--- src/rtl/flame_pkg.sv ---
// Shared definitions for the flame alarm controller.
//   state_e   : per-channel alarm state encoding
//   cnt_width : bit width of a counter that runs 0..n-1 (never less than 1)
package flame_pkg;

    typedef enum logic [1:0] {
        ST_IDLE   = 2'd0,
        ST_ACTIVE = 2'd1,
        ST_HOLD   = 2'd2
    } state_e;

    function automatic int cnt_width(input int n);
        return (n <= 2) ? 1 : $clog2(n);
    endfunction

endpackage

--- src/rtl/flame_debounce.sv ---
// One sensor channel: two-flop synchroniser followed by a debounce counter.
// Ports:
//   clk, rst : clock, asynchronous active-high reset
//   din      : raw active-low sensor output (asynchronous)
//   flame    : debounced flame indication (1 = flame present)
// The synchroniser and the accepted level reset to 1 (no flame), so leaving
// reset never produces a spurious alarm.
module flame_debounce
    import flame_pkg::*;
#(
    parameter int DB_CYCLES = 500000
) (
    input  logic clk,
    input  logic rst,
    input  logic din,
    output logic flame
);

    localparam int CNT_W = cnt_width(DB_CYCLES);
    localparam logic [CNT_W-1:0] CNT_MAX = CNT_W'(DB_CYCLES - 1);

    logic             sync1_q, sync1_d;
    logic             sync2_q, sync2_d;
    logic             level_q, level_d;
    logic [CNT_W-1:0] cnt_q, cnt_d;

    always_comb begin
        sync1_d = din;
        sync2_d = sync1_q;
        level_d = level_q;
        cnt_d   = '0;
        // The counter only runs while the synchronised input disagrees with
        // the accepted level; any agreeing sample restarts the count, so a
        // new level must be seen on DB_CYCLES consecutive edges.
        if (sync2_q != level_q) begin
            if (cnt_q == CNT_MAX) begin
                level_d = sync2_q;
            end else begin
                cnt_d = cnt_q + CNT_W'(1);
            end
        end
    end

    always_ff @(posedge clk or posedge rst) begin
        if (rst) begin
            sync1_q <= 1'b1;
            sync2_q <= 1'b1;
            level_q <= 1'b1;
            cnt_q   <= '0;
        end else begin
            sync1_q <= sync1_d;
            sync2_q <= sync2_d;
            level_q <= level_d;
            cnt_q   <= cnt_d;
        end
    end

    assign flame = ~level_q;

endmodule

--- src/rtl/flame_alarm_ctrl.sv ---
// Multi-channel flame-sensor front end driving LEDs and a buzzer.
// Ports:
//   clk, rst  : clock, asynchronous active-high reset
//   do_in     : raw active-low sensor outputs, one per channel
//   mask      : 1 forces a channel to IDLE
//   ack       : one-cycle pulse, clears every HOLD channel
//   led       : per-channel indicator, steady in ACTIVE, blinking in HOLD
//   alarm     : any channel in ACTIVE or HOLD
//   alarm_ch  : lowest ACTIVE channel, else lowest HOLD channel, else 0
//   evt_cnt   : saturating count of cycles with at least one alarm onset
// All outputs are registered and change on the same edge as channel state.
module flame_alarm_ctrl
    import flame_pkg::*;
#(
    parameter int CH         = 4,
    parameter int DB_CYCLES  = 500000,
    parameter int BLINK_HALF = 12500000,
    parameter int LATCH      = 1
) (
    input  logic          clk,
    input  logic          rst,
    input  logic [CH-1:0] do_in,
    input  logic [CH-1:0] mask,
    input  logic          ack,
    output logic [CH-1:0] led,
    output logic          alarm,
    output logic [3:0]    alarm_ch,
    output logic [7:0]    evt_cnt
);

    localparam int BL_W = cnt_width(BLINK_HALF);
    localparam logic [BL_W-1:0] BLINK_MAX = BL_W'(BLINK_HALF - 1);

    logic [CH-1:0] flame;

    for (genvar g = 0; g < CH; g++) begin : g_ch
        flame_debounce #(
            .DB_CYCLES (DB_CYCLES)
        ) u_debounce (
            .clk   (clk),
            .rst   (rst),
            .din   (do_in[g]),
            .flame (flame[g])
        );
    end

    state_e          state_q [CH];
    state_e          state_d [CH];
    logic [BL_W-1:0] blink_cnt_q, blink_cnt_d;
    logic            phase_q, phase_d;
    logic [CH-1:0]   led_q, led_d;
    logic            alarm_q, alarm_d;
    logic [3:0]      alarm_ch_q, alarm_ch_d;
    logic [7:0]      evt_cnt_q, evt_cnt_d;
    logic            onset;
    logic            any_act, any_hold;
    logic [3:0]      act_idx, hold_idx;

    always_comb begin
        blink_cnt_d = blink_cnt_q + BL_W'(1);
        phase_d     = phase_q;
        if (blink_cnt_q == BLINK_MAX) begin
            blink_cnt_d = '0;
            phase_d     = ~phase_q;
        end

        onset    = 1'b0;
        led_d    = '0;
        any_act  = 1'b0;
        any_hold = 1'b0;
        act_idx  = 4'd0;
        hold_idx = 4'd0;

        for (int i = 0; i < CH; i++) begin
            state_d[i] = state_q[i];
            case (state_q[i])
                ST_IDLE:   if (flame[i]) state_d[i] = ST_ACTIVE;
                ST_ACTIVE: if (!flame[i]) state_d[i] = (LATCH != 0) ? ST_HOLD : ST_IDLE;
                // A re-ignition beats a simultaneous acknowledge.
                ST_HOLD: begin
                    if (flame[i])   state_d[i] = ST_ACTIVE;
                    else if (ack)   state_d[i] = ST_IDLE;
                end
                default:   state_d[i] = ST_IDLE;
            endcase
            if (mask[i]) state_d[i] = ST_IDLE;

            if (state_d[i] == ST_ACTIVE && state_q[i] != ST_ACTIVE) onset = 1'b1;
            led_d[i] = (state_d[i] == ST_ACTIVE) | ((state_d[i] == ST_HOLD) & phase_d);
        end

        // Scan downwards so the lowest-numbered channel is the one kept.
        for (int i = CH - 1; i >= 0; i--) begin
            if (state_d[i] == ST_ACTIVE) begin
                any_act = 1'b1;
                act_idx = 4'(i);
            end
            if (state_d[i] == ST_HOLD) begin
                any_hold = 1'b1;
                hold_idx = 4'(i);
            end
        end

        alarm_d    = any_act | any_hold;
        alarm_ch_d = any_act ? act_idx : (any_hold ? hold_idx : 4'd0);
        evt_cnt_d  = (onset && evt_cnt_q != 8'hFF) ? evt_cnt_q + 8'd1 : evt_cnt_q;
    end

    always_ff @(posedge clk or posedge rst) begin
        if (rst) begin
            for (int i = 0; i < CH; i++) state_q[i] <= ST_IDLE;
            blink_cnt_q <= '0;
            phase_q     <= 1'b0;
            led_q       <= '0;
            alarm_q     <= 1'b0;
            alarm_ch_q  <= 4'd0;
            evt_cnt_q   <= 8'd0;
        end else begin
            for (int i = 0; i < CH; i++) state_q[i] <= state_d[i];
            blink_cnt_q <= blink_cnt_d;
            phase_q     <= phase_d;
            led_q       <= led_d;
            alarm_q     <= alarm_d;
            alarm_ch_q  <= alarm_ch_d;
            evt_cnt_q   <= evt_cnt_d;
        end
    end

    assign led      = led_q;
    assign alarm    = alarm_q;
    assign alarm_ch = alarm_ch_q;
    assign evt_cnt  = evt_cnt_q;

endmodule
--- config.mk ---
export PLATFORM = sky130hd
export DESIGN_NAME = flame_alarm_ctrl
export DESIGN_NICKNAME = d
export VERILOG_FILES = /design/src/rtl/flame_pkg.sv /design/src/rtl/flame_debounce.sv /design/src/rtl/flame_alarm_ctrl.sv
export SDC_FILE = /design/constraint.sdc
export NUM_CORES = 1
export LEC_CHECK = 0
export CORE_ASPECT_RATIO = 1.4
export CORE_MARGIN = 2
export CORE_UTILIZATION = 25
export CTS_CLUSTER_SIZE = 8
export DETAILED_ROUTE_END_ITERATION = 6
export PLACE_DENSITY = 0.41
export SLEW_MARGIN = 15
export SYNTH_ARGS = -nofsm -noshare
export SYNTH_HDL_FRONTEND = slang
export SYNTH_SLANG_ARGS = --single-unit
--- constraint.sdc ---
create_clock -name clk -period 12.9 [get_ports clk]
set_clock_uncertainty 0.1 [all_clocks]
set_input_delay 2.58 -clock clk [delete_from_list [all_inputs] [get_ports clk]]
set_output_delay 2.58 -clock clk [all_outputs]
set_load 0.02 [all_outputs]
Yosys cells after proc, flatten, opt, wreduce, memory -nomap -nowiden
Index checks and enable logic that the tools add are counted.

storage, ports and cells
  register bits after elaboration = 138
  latch bits = 0
  bits in writable memories = 0
  ROM bits = 0
  input bits = 11
  output and inout port bits = 17
  word-level logic and storage cells = 141
  memories = 0

cells by class
  add/subtract/negate cells = 6
  $mul = 0
  div/mod/pow operators = 0
  magnitude comparators = 0
  equality and inequality tests = 30
  shift operators = 0
  multiplexer cells = 56
  bitwise logic cells = 10
  reduce and logical (&&, ||, !) cells = 13

operator list
  operator                 number
  $mux W19                 8
  $add A19 B1 Y19 const B  4
  $eq A19 B19 Y1 const B   4
  $mux W2                  22
  $mux W4                  8
  $add A24 B1 Y24 const B  1
  $eq A24 B24 Y1 const B   1
  $mux W24                 1
  $pmux W2 S3              4
  $eq A2 B1 Y1 const B     8
  $eq A2 B2 Y1 const B     8
  $mux W1                  13
  $add A8 B1 Y8 const B    1
  $logic_not A2 Y1         4
  $ne A2 B1 Y1 const B     4
  $ne A8 B8 Y1 const B     1
  $reduce_and A2 Y1        4
  $logic_and A1 B1 Y1      5
  $or A1 B1 Y1             5
  $and A1 B1 Y1            4
  $ne A1 B1 Y1             4
  $not A1 Y1               1

Depth between registers and ports, before layout
Gate-level depths: netlist (run 1).

  depth in word-level cells = 11
  gate-level depth with buffers = 8
  depth with buffers taken out = 6

Modules after synthesis
A second synthesis (run 1) with hierarchy kept.

second synthesis, totals
  cell total of the unflattened synthesis = 646
  area, all modules = 6754.0 µm²

by module, submodules not included
  module            times used  cells an instance  area an instance (µm²)  seq. area each (µm²)
  flame_debounce    4           104                1098.6                  554.3
  flame_alarm_ctrl  1           230                2359.8                  1201.2

Worst setup path before layout (run 1)
Ideal clock, no wire load.

  path kind = in2reg
  start point = in mask[1]
  end point = reg evt_cnt_q[1] (netlist: evt_cnt[1])
  setup time = 0.125 ns
  arrival = 3.479 ns
  required time = 12.675 ns
  slack = 9.197 ns
  stages = 4
  buffers on the path = 0
  cell sequence = nor3_1 -> nor4_1 -> a31oi_2 -> mux2_2

between the ends
  word-level cells in the longest chain between the ends = 7

RTL lines
  item                  RTL line                 text
  from (decl)           flame_alarm_ctrl.sv:23   input logic [CH-1:0] mask,
  $mux W2               flame_alarm_ctrl.sv:86   if (mask[i]) state_d[i] = ST_IDLE;
  $eq A2 B1 Y1          flame_alarm_ctrl.sv:88   if (state_d[i] == ST_ACTIVE && state_q[i] != ST_ACTIVE) onset = 1'b1;
  $logic_and A1 B1 Y1   flame_alarm_ctrl.sv:88
  $mux W1 (3 in a row)  flame_alarm_ctrl.sv:88
  $logic_and A1 B1 Y1   flame_alarm_ctrl.sv:106  evt_cnt_d = (onset && evt_cnt_q != 8'hFF) ? evt_cnt_q + 8'd1 : evt_cnt_q;
  to (signal assigned)  flame_alarm_ctrl.sv:125  evt_cnt_q <= evt_cnt_d;
  to (decl)             flame_alarm_ctrl.sv:54   logic [7:0] evt_cnt_q, evt_cnt_d;

Every way passes these cells.
A chain may end at the register's enable or synchronous reset.

Final worst setup path (run 1)
  start point = reg evt_cnt_q[2] (netlist: evt_cnt[2])
  end point = out evt_cnt[2]

RTL lines
  item       RTL line                text
  to (decl)  flame_alarm_ctrl.sv:28  output logic [7:0] evt_cnt

No word-level cell between the ends.

==> parameters.txt, run 1 <==
Parameter                              Value

GRT
  Initial antenna violation count ... 0
  First-pass GRT wire length ... 22400 µm
  Largest net degree at the start of global routing ... 75
  Number of global-route vias before repair ... 4638
  Overall fraction of global-route tracks in use ... 10.9%
  GRT Residual Overflow ... 0

Route
  DRT antenna net count ... 0
  Number of iterations in the first detailed-routing pass ... 4
  Remaining DRCs ... 0
  Via-per-instance ratio ... 4.45
  Total Routed Length ... 13000 µm
  Final routed wire length divided by cell count ... 13.4 µm
  Initial DRC Count ... 167
  Via count ... 4317

Setup path
  Data required time of the critical path ... 10.22 ns
  Delay contributed by the slowest stage of the critical path ... 0.64 ns
  Cells along the critical path ... clkdlybuf4s50_1
  Category of cells accounting for the largest share of critical-path delay ... buffers and inverters
  Reg2Reg Capture Point ... blink_cnt_q[22]
  Beginning of the worst register-to-register path ... blink_cnt_q[0]
  CP startpoint ... evt_cnt[2]
  End of the critical path ... evt_cnt[2]
  FF-to-FF path depth ... 5
  Nature of the critical path startpoint ... register
  Worst-path maximum fanout ... 5
  Worst path slowest cell ... sky130_fd_sc_hd__clkdlybuf4s50_1
  WS Path Type ... reg -> out
  Number of buffers and inverters on the critical path ... 1
  Cell depth of the worst setup path ... 1
  Sort of element at the end of the critical path ... output port
  Data arrival at the endpoint of the critical path ... 1.48 ns
  Setup slack of the most critical reg-to-reg path ... 10.59 ns

Placement
  I/O Buffers ... 25
  Post-detailed-placement half-perimeter wirelength ... 8850 µm
  Routability congestion estimate from global placement ... 0.756
  Placed insts ... 938
  Instance area at placement ... 0.00682 mm²

Clocking
  Maximum clock path buffer count ... 2
  Post-CTS Resized ... 0
  Library cell used as clock root buffer ... sky130_fd_sc_hd__clkbuf_16
  CTS tree ... yes
  Number of levels the H-tree was split into ... 4
  Post-CTS Setup Inserts ... 0
  Sinks on the clock net ... 136
  Clock input transition at the sequential cells of the worst setup and hold paths ... 0.06 ns
  Worst-Skew Late Latency ... 0.41 ns
  Hold-fix buffer count after cts ... 0
  Number of buffers added by the clock tree synthesis step ... 17

Yosys
  Synth Register Bits ... 136
  Proportion of synthesized chip area in sequential cells ... 55.0%
  Number of warning messages in the yosys log ... 0
  Gate count after technology mapping ... 607
  Distinct cell type count after synthesis ... 40
  Cell area after synthesis ... 0.00622 mm²
  Avg Inst Size Synth ... 10.2 µm²

Layout
  Multi-input logic area ... 0.00266 mm²
  Sequential Area ... 0.00342 mm²
  Share of the core filled with cells ... 30.2%
  Final-layout fill cell count ... 2536
  Layout Cell Area excl Fill ... 0.00742 mm²
  Number of nets in the finished design ... 659
  Synth-to-Final Area Change ... 19.4%
  Fin cells ... 970
  Number of diodes added for antenna fixing ... 0
  Share of layout cells above drive strength 1 ... 9.47%

Floorplan
  Chip Height ... 191 µm
  Die boundary width ... 137 µm
  Effective utilization at floorplan ... 25.3%
  I/O pin count ... 28
  Cell Rows ... 68
  DIE AREA ... 0.0262 mm²
  Core box area ... 0.0246 mm²

STA
  Max-slew violation total from the final report ... 0
  Sum Neg Setup Slack ... 0 ns
  Worst-margin pin slew ... 0.958 ns
  Number of hold violations in the final report ... 0
  Maximum achievable frequency ... 241 MHz
  Relative max-transition margin ... 35.5%
  Final period demand of the worst path ... 4.16 ns
  Setup violation total in the final timing report ... 0
  Tcrit/Tclk final ... 32.2%
  RSZ-0062 raised after global routing ... false

Power
  Total power after layout ... 1.04 mW
  Power density over the cells ... 140 mW/mm²
  Leakage ... 3.22 nW
  Largest voltage drop on the vdd net ... 0.0728 mV

Hold path
  Tightest Hold Check Type ... reg -> reg

Job
  Max-cap check violation count ... 0

Run status
  Outcome ... completed
[state kept, by name, summed over array words and instances, names as in the netlist]
| register | cells |
|---|---|
| g_ch.u_debounce.sync1_q | 4 |
| state_q | 8 |
| g_ch.u_debounce.level_q | 4 |
| alarm_ch | 2 |
| blink_cnt_q | 24 |
| g_ch.u_debounce.sync2_q | 4 |
| g_ch.u_debounce.cnt_q | 76 |
| led | 4 |
| alarm | 1 |
| phase_q | 1 |
| evt_cnt | 8 |
[routing by layer]
layer | GRT usage [%] | vias up | wire (µm)
li1 | - | 2107 | -
met1 | 12.6 | 2153 | 5650
met2 | 19.1 | 46 | 6770
met3 | 3.11 | 11 | 427
met4 | 3.85 | 0 | 170
met5 | 0 | - | 0
[kinds of logic after synthesis]
family,share of synthesized area [%]
AOI/OAI and AO/OA,2.19
and+or+nand+nor,24.3
DFF,55.0
xor gates and xnor gates,14.1
muxes,0.906
other,0.0603
buffers and inverters,2.23
adders and majority gates,1.21
[worst min path at each step]
| stage | startpoint | endpoint | slack (ns) | cells after the start |
|---|---|---|---|---|
| 2_1_floorplan | g_ch[0].u_debounce.sync1_q | g_ch[0].u_debounce.sync2_q | 0.25 | 0 |
| 3_3_place_gp | g_ch[1].u_debounce.sync1_q | g_ch[1].u_debounce.sync2_q | 0.25 | 0 |
| 3_5_place_dp | g_ch[2].u_debounce.sync1_q | g_ch[2].u_debounce.sync2_q | 0.25 | 0 |
| 4_1_cts | g_ch[1].u_debounce.sync1_q | g_ch[1].u_debounce.sync2_q | 0.25 | 0 |
| 5_1_grt | g_ch[1].u_debounce.sync1_q | g_ch[1].u_debounce.sync2_q | 0.25 | 0 |
| 6_report | g_ch[1].u_debounce.sync1_q | g_ch[1].u_debounce.sync2_q | 0.25 | 0 |
[synthesized netlist by cell type (all sizes together)]
| library cell | instances | share of area [%] |
|---|---|---|
| nand2 | 46 | 2.8 |
| nand3b | 1 | 0.12 |
| xor2 | 64 | 9.0 |
| xnor2 | 36 | 5.1 |
| and3 | 16 | 1.6 |
| nand4b | 1 | 0.14 |
| and4 | 3 | 0.42 |
| or4 | 1 | 0.12 |
| nor2b | 7 | 0.70 |
| inv | 20 | 1.2 |
| a31oi | 4 | 0.50 |
| or3 | 2 | 0.20 |
| a21o | 2 | 0.24 |
| dfstp | 12 | 5.1 |
| clkbuf | 1 | 0.060 |
| buf | 11 | 0.97 |
| nand2b | 6 | 0.60 |
| a21oi | 2 | 0.16 |
| nor3b | 2 | 0.24 |
| dfrtp | 124 | 50 |
| nand4 | 32 | 3.3 |
| ha | 6 | 1.2 |
| and2 | 1 | 0.10 |
| mux2 | 5 | 0.91 |
| conb | 1 | 0.060 |
| nor2 | 111 | 6.7 |
| or2 | 3 | 0.30 |
| nor4b | 3 | 0.42 |
| nand3 | 37 | 3.1 |
| o21ai | 9 | 0.72 |
| nor4 | 14 | 1.8 |
| a211o | 4 | 0.56 |
| or3b | 2 | 0.28 |
| nor3 | 18 | 1.4 |
[cell usage in the layout, fill, tap and decap left out, drive strengths merged, types with 9 or more instances in the layout]
cell type,count
and3,16
clkbuf,21
clkdlybuf4s50,25
dfrtp,124
dfstp,12
inv,20
nand2,46
nand3,37
nand4,32
nor2,111
nor3,18
nor4,14
o21ai,9
xnor2,36
xor2,64
[cell type report]
type	instances	share of cell area (%)
sequential	136	46.0
multi-input combinational	440	35.9
clock buffer	21	6.47
tap	315	5.31
timing repair buffer	27	3.57
clock inverter	11	1.63
inverter	20	1.08
[power breakdown]
part,switching [mW],internal (mW),leakage (nW)
Clock,0.184,0.305,0.295
Sequential,0.0188,0.445,1.80
Combinational,0.0478,0.0405,1.13
Total,0.250,0.790,3.22
[stage by stage]
| stage | setup WS (ns) | hold slack [ns] |
|---|---|---|
| 5_1_grt | 8.49 | 0.253 |
| 3_5_place_dp | 8.24 | 0.247 |
| 2_1_floorplan | 6.60 | 0.245 |
| 6_report | 8.74 | 0.250 |
| 4_1_cts | 8.68 | 0.252 |
| 3_3_place_gp | 8.27 | 0.247 |
Power figures use the tool's default switching activity.
==> inputs of run 2 (changes only) <==
Clock period 12.9 ns to 3.9 ns, I/O delays scaled along.
==> parameters.txt, run 2 (synthesis results as in run 1) <==
Parameter                              Value

Layout
  Share of layout cells above drive strength 1 ... 9.30% (was 9.47%)
  Largest Register ... g_ch.u_debounce.cnt_q (unchanged)
  Share of the core filled with cells ... 30.2% (about the same)
  Registers with the most flip-flops ... g_ch.u_debounce.cnt_q: 76 flops, blink_cnt_q: 24 flops (unchanged)
  Layout Cell Area excl Fill ... 0.00742 mm² (about the same)
  Number of diodes added for antenna fixing ... 0 (unchanged)
  Final-layout fill cell count ... 2536 (unchanged)
  Most common cell after layout, fill and taps aside ... sky130_fd_sc_hd__dfrtp_1 (unchanged)
  Synth-to-Final Area Change ... 19.3% (was 19.4%)
  Multi-input logic area ... 0.00266 mm² (unchanged)
  Fin cells ... 971 (was 970)
  Number of nets in the finished design ... 660 (was 659)
  Highest-count cells in the layout ignoring fill and taps ... 124 x sky130_fd_sc_hd__dfrtp_1, 111 x sky130_fd_sc_hd__nor2_1, 64 x sky130_fd_sc_hd__xor2_1, 46 x sky130_fd_sc_hd__nand2_1 (unchanged)
  Max FFs per register ... 76 (unchanged)
  Sequential Area ... 0.00342 mm² (unchanged)

Setup path
  Setup slack of the most critical reg-to-reg path ... 1.66 ns (was 10.59 ns)
  Data required time of the critical path ... 3.02 ns (was 10.22 ns)
  Delay contributed by the slowest stage of the critical path ... 0.65 ns (was 0.64 ns)
  Data arrival at the endpoint of the critical path ... 1.49 ns (was 1.48 ns)
  Beginning of the worst register-to-register path ... blink_cnt_q[0] (unchanged)
  CP startpoint ... evt_cnt[2] (unchanged)
  Worst-path maximum fanout ... 5 (unchanged)
  Category of cells accounting for the largest share of critical-path delay ... buffers and inverters (unchanged)
  WS Path Type ... reg -> out (unchanged)
  Number of buffers and inverters on the critical path ... 1 (unchanged)
  Nature of the critical path startpoint ... register (unchanged)
  Sort of element at the end of the critical path ... output port (unchanged)
  Reg2Reg Capture Point ... blink_cnt_q[22] (unchanged)
  Cells along the critical path ... clkdlybuf4s50_1 (unchanged)
  Worst path slowest cell ... sky130_fd_sc_hd__clkdlybuf4s50_1 (unchanged)
  FF-to-FF path depth ... 5 (unchanged)

Floorplan
  I/O pin count ... 28 (unchanged)
  Core box area ... 0.0246 mm² (unchanged)
  Effective utilization at floorplan ... 25.3% (unchanged)
  Chip Height ... 191 µm (unchanged)
  DIE AREA ... 0.0262 mm² (unchanged)
  Die boundary width ... 137 µm (unchanged)
  Cell Rows ... 68 (unchanged)

STA
  Number of hold violations in the final report ... 0 (unchanged)
  Final period demand of the worst path ... 2.37 ns
  Max-slew violation total from the final report ... 0 (unchanged)
  Worst-margin pin slew ... 1.00 ns (was 0.958 ns)
  Setup violation total in the final timing report ... 0 (unchanged)
  RSZ-0062 raised after global routing ... false (unchanged)
  Relative max-transition margin ... 32.5% (was 35.5%)
  Tcrit/Tclk final ... 60.7%
  Sum Neg Setup Slack ... 0 ns (unchanged)
  Maximum achievable frequency ... 423 MHz

Clocking
  Library cell used as clock root buffer ... sky130_fd_sc_hd__clkbuf_16 (unchanged)
  Number of levels the H-tree was split into ... 4 (unchanged)
  Sinks on the clock net ... 136 (unchanged)
  Clock input transition at the sequential cells of the worst setup and hold paths ... 0.05 ns (was 0.06 ns)
  Worst-Skew Late Latency ... 0.41 ns (about the same)
  CTS tree ... yes (unchanged)
  Maximum clock path buffer count ... 2 (unchanged)
  Hold-fix buffer count after cts ... 0 (unchanged)
  Number of buffers added by the clock tree synthesis step ... 17 (unchanged)
  Post-CTS Setup Inserts ... 0 (unchanged)
  Post-CTS Resized ... 0 (unchanged)

Job
  Max-cap check violation count ... 0 (unchanged)

Run status
  Outcome ... completed (unchanged)

Placement
  Routability congestion estimate from global placement ... 0.748 (was 0.756)
  Placed insts ... 939 (was 938)
  I/O Buffers ... 25 (unchanged)
  Instance area at placement ... 0.00684 mm² (was 0.00682 mm²)
  Post-detailed-placement half-perimeter wirelength ... 8560 µm (was 8850 µm)

Power
  Fraction of power consumed by combinational cells ... 8.8% (was 8.5%)
  Share of total power in the clock network ... 45.7% (was 46.9%)
  Largest voltage drop on the vdd net ... 0.336 mV (was 0.0728 mV)
  Net Sw Power ... 0.818 mW (was 0.250 mW)
  Internal power component ... 2.56 mW (was 0.790 mW)
  Share of power burned in registers ... 45.6% (was 44.6%)
  Power density over the cells ... 456 mW/mm² (was 140 mW/mm²)
  Leakage ... 3.20 nW (was 3.22 nW)
  Sw Ratio ... 24.2% (was 24.0%)

GRT
  Largest net degree at the start of global routing ... 97 (was 75)
  First-pass GRT wire length ... 21400 µm (was 22400 µm)
  Initial antenna violation count ... 0 (unchanged)
  GRT Residual Overflow ... 0 (unchanged)
  Number of global-route vias before repair ... 4438 (was 4638)
  Overall fraction of global-route tracks in use ... 10.4% (was 10.9%)

Route
  Number of iterations in the first detailed-routing pass ... 4 (unchanged)
  Initial DRC Count ... 179 (was 167)
  DRT antenna net count ... 0 (unchanged)
  Total Routed Length ... 12500 µm (was 13000 µm)
  Remaining DRCs ... 0 (unchanged)
  Final routed wire length divided by cell count ... 12.9 µm (was 13.4 µm)
  Via-per-instance ratio ... 4.44 (was 4.45)
  Via count ... 4316 (was 4317)

Hold path
  Hold_sp ... g_ch[2].u_debounce.sync1_q (was g_ch[1].u_debounce.sync1_q)
  Tightest Hold Check Type ... reg -> reg (unchanged)
  Hold endpoint ... g_ch[2].u_debounce.sync2_q (was g_ch[1].u_debounce.sync2_q)
  Worst hold path cell count ... 0 (unchanged)
[run 2: worst max-delay path by stage]
stage | cells after the start | to
after floorplan | 1 | alarm
after global placement | 5 | evt_cnt[1]
after detailed placement | 5 | evt_cnt[1]
after CTS | 1 | evt_cnt[2]
after global routing | 5 | blink_cnt_q[22]
final | 1 | evt_cnt[2]
[run 2: area by class of cell]
| type | count | share of cell area [%] |
|---|---|---|
| clock inverter | 12 | 1.74 |
| multi-input combinational | 440 | 35.9 |
| timing repair buffer | 28 | 3.85 |
| sequential | 136 | 46.1 |
| inverter | 20 | 1.06 |
| tap | 315 | 5.31 |
| clock buffer | 20 | 6.02 |
[run 2: power groups by stage]
stage                     Clock, mW  Sequential [mW]  Combinational, mW
final                          1.54             1.54              0.296
after detailed placement          0             1.57              0.303
after floorplan                   0             1.60              0.127
after CTS                      1.60             1.54              0.304
after global routing           1.67             1.55              0.325
after global placement            0             1.56              0.300
[run 2: stage by stage]
step | setup WS [ns] | hold WS [ns] | power [mW]
2_1_floorplan | 1.34 | 0.245 | 1.72
3_3_place_gp | 1.30 | 0.246 | 1.86
3_5_place_dp | 1.30 | 0.248 | 1.87
4_1_cts | 1.51 | 0.256 | 3.44
5_1_grt | 1.38 | 0.257 | 3.55
6_report | 1.53 | 0.255 | 3.38
[run 2: layer usage]
| metal | up-vias | GRT usage (%) | share of wire [%] |
|---|---|---|---|
| met5 | - | 0 | 0 |
| met4 | 0 | 4.56 | 1.8 |
| met3 | 16 | 3.11 | 3.6 |
| met2 | 44 | 17.3 | 49 |
| met1 | 2140 | 12.3 | 46 |
| li1 | 2116 | - | - |
==> inputs of run 3 (changes only) <==
Clock period 3.9 ns to 2.35 ns, I/O delays scaled along.
==> parameters.txt, run 3 (synthesis results as in run 1) <==
Parameter                              Value

Route
  Final routed wire length divided by cell count ... 12.8 µm (was 12.9 µm)
  DRT antenna net count ... 0 (unchanged)
  Total Routed Length ... 12600 µm (was 12500 µm)
  Initial DRC Count ... 116 (was 179)
  Via-per-instance ratio ... 4.41 (was 4.44)
  Number of iterations in the first detailed-routing pass ... 4 (unchanged)
  Remaining DRCs ... 0 (unchanged)
  Via count ... 4329 (was 4316)

STA
  Setup violation total in the final timing report ... 0 (unchanged)
  Number of hold violations in the final report ... 0 (unchanged)
  Max-slew violation total from the final report ... 0 (unchanged)
  Sum Neg Setup Slack ... 0 ns (unchanged)
  Maximum achievable frequency ... 485 MHz
  Worst-margin pin slew ... 0.501 ns (was 1.00 ns)
  Tcrit/Tclk final ... 87.8%
  RSZ-0062 raised after global routing ... false (unchanged)
  Relative max-transition margin ... 66.3% (was 32.5%)
  Final period demand of the worst path ... 2.06 ns

Power
  Total power after layout ... 6.10 mW (was 3.38 mW)
  Largest voltage drop on the vdd net ... 0.505 mV (was 0.336 mV)
  Power density over the cells ... 802 mW/mm² (was 456 mW/mm²)
  Leakage ... 3.31 nW (was 3.20 nW)

Layout
  Layout Cell Area excl Fill ... 0.00760 mm² (was 0.00742 mm²)
  Fin cells ... 981 (was 971)
  Number of nets in the finished design ... 670 (was 660)
  Share of layout cells above drive strength 1 ... 10.8% (was 9.30%)
  Number of diodes added for antenna fixing ... 0 (unchanged)
  Synth-to-Final Area Change ... 22.3% (was 19.3%)
  Max FFs per register ... 76 (unchanged)
  Registers with the most flip-flops ... g_ch.u_debounce.cnt_q: 76 flops, blink_cnt_q: 24 flops (unchanged)
  Highest-count cells in the layout ignoring fill and taps ... 124 x sky130_fd_sc_hd__dfrtp_1, 111 x sky130_fd_sc_hd__nor2_1, 64 x sky130_fd_sc_hd__xor2_1, 46 x sky130_fd_sc_hd__nand2_1 (unchanged)
  Most common cell after layout, fill and taps aside ... sky130_fd_sc_hd__dfrtp_1 (unchanged)
  Largest Register ... g_ch.u_debounce.cnt_q (unchanged)

Floorplan
  Chip Height ... 191 µm (unchanged)
  Cell Rows ... 68 (unchanged)
  Effective utilization at floorplan ... 25.3% (unchanged)
  DIE AREA ... 0.0262 mm² (unchanged)
  Die boundary width ... 137 µm (unchanged)
  Core box area ... 0.0246 mm² (unchanged)
  I/O pin count ... 28 (unchanged)

Setup path
  End of the critical path ... g_ch[1].u_debounce.cnt_q[6] (was evt_cnt[2])
  Beginning of the worst register-to-register path ... g_ch[1].u_debounce.cnt_q[0] (was blink_cnt_q[0])
  Worst-path maximum fanout ... 18 (was 5)
  Nature of the critical path startpoint ... register (unchanged)
  Reg2Reg Capture Point ... g_ch[1].u_debounce.cnt_q[6] (was blink_cnt_q[22])
  FF-to-FF path depth ... 6 (was 5)
  Data arrival at the endpoint of the critical path ... 2.25 ns (was 1.49 ns)
  Setup slack of the most critical reg-to-reg path ... 0.29 ns (was 1.66 ns)
  Sort of element at the end of the critical path ... register (was output port)
  Data required time of the critical path ... 2.54 ns (was 3.02 ns)
  WS Path Type ... reg -> reg (was reg -> out)
  CP startpoint ... g_ch[1].u_debounce.cnt_q[0] (was evt_cnt[2])

Run status
  Outcome ... completed (unchanged)

GRT
  First-pass GRT wire length ... 22100 µm (was 21400 µm)
  Initial antenna violation count ... 0 (unchanged)
  GRT Residual Overflow ... 0 (unchanged)
  Largest net degree at the start of global routing ... 75 (was 97)
  Overall fraction of global-route tracks in use ... 10.6% (was 10.4%)
  Number of global-route vias before repair ... 4507 (was 4438)

Placement
  Placed insts ... 949 (was 939)
  Post-detailed-placement half-perimeter wirelength ... 8490 µm (was 8560 µm)
  Routability congestion estimate from global placement ... 0.780 (was 0.748)
  I/O Buffers ... 25 (unchanged)
  Instance area at placement ... 0.00693 mm² (was 0.00684 mm²)

Clocking
  Sinks on the clock net ... 136 (unchanged)
  Worst-Skew Late Latency ... 0.41 ns (about the same)
  Post-CTS Resized ... 0 (unchanged)
  Number of buffers added by the clock tree synthesis step ... 17 (unchanged)
  Hold-fix buffer count after cts ... 0 (unchanged)
  Clock input transition at the sequential cells of the worst setup and hold paths ... 0.06 ns (was 0.05 ns)
  Library cell used as clock root buffer ... sky130_fd_sc_hd__clkbuf_16 (unchanged)
  CTS tree ... yes (unchanged)
  Post-CTS Setup Inserts ... 0 (unchanged)
  Maximum clock path buffer count ... 2 (unchanged)
  Number of levels the H-tree was split into ... 4 (unchanged)

Job
  Max-cap check violation count ... 0 (unchanged)

Hold path
  Tightest Hold Check Type ... reg -> reg (unchanged)
-- run 3: layout make-up --
type	count	area (µm²)
Tap cell	315	394
Clock inverter	12	220
Timing Repair Buffer	38	373
Clock buffer	20	457
Sequential cell	136	3420
Inverter	20	78.8
Fill cell	2544	17000
Multi-Input combinational cell	440	2660
-- run 3: worst max-delay path, stage by stage, from the launching register on --
cell and delay [ns]:
sky130_fd_sc_hd__dfrtp_1 0.38, sky130_fd_sc_hd__ha_1 0.23, sky130_fd_sc_hd__and4_1 0.32, sky130_fd_sc_hd__nand2_1 0.10
sky130_fd_sc_hd__nor3_1 0.31, sky130_fd_sc_hd__or2_2 0.39, sky130_fd_sc_hd__nor2_1 0.09
-- run 3: layer usage --
layer  track usage (%)  up-vias  wire [µm]
li1                  -     2135          -
met1              13.2     2144       5770
met2              17.4       41       6190
met3              3.24        9        463
met4              3.45        0        133
met5                 0        -          0
-- run 3: per-stage QoR --
stage	setup slack [ns]	util [%]	hold slack [ns]
2_1_floorplan	0.0967	-	0.245
3_5_place_dp	-0.0428	28.2	0.248
5_1_grt	0.0180	30.9	0.261
6_report	0.287	30.9	0.256
4_1_cts	0.213	30.9	0.257
3_3_place_gp	-0.0346	28.2	0.247
-- run 3: how the worst min path moves through the flow --
stage                                       to  cells past startpoint                        from  slack, ns
floorplan           g_ch[0].u_debounce.sync2_q                      0  g_ch[0].u_debounce.sync1_q       0.25
global placement    g_ch[0].u_debounce.sync2_q                      0  g_ch[0].u_debounce.sync1_q       0.25
detailed placement  g_ch[1].u_debounce.sync2_q                      0  g_ch[1].u_debounce.sync1_q       0.25
CTS                 g_ch[2].u_debounce.sync2_q                      0  g_ch[2].u_debounce.sync1_q       0.26
global route        g_ch[3].u_debounce.sync2_q                      0  g_ch[3].u_debounce.sync1_q       0.26
finish              g_ch[2].u_debounce.sync2_q                      0  g_ch[2].u_debounce.sync1_q       0.26
-- run 3: power by group --
| part | internal (mW) | switching (mW) |
|---|---|---|
| Combinational | 0.233 | 0.262 |
| Sequential | 2.44 | 0.106 |
| Clock | 2.05 | 1.01 |
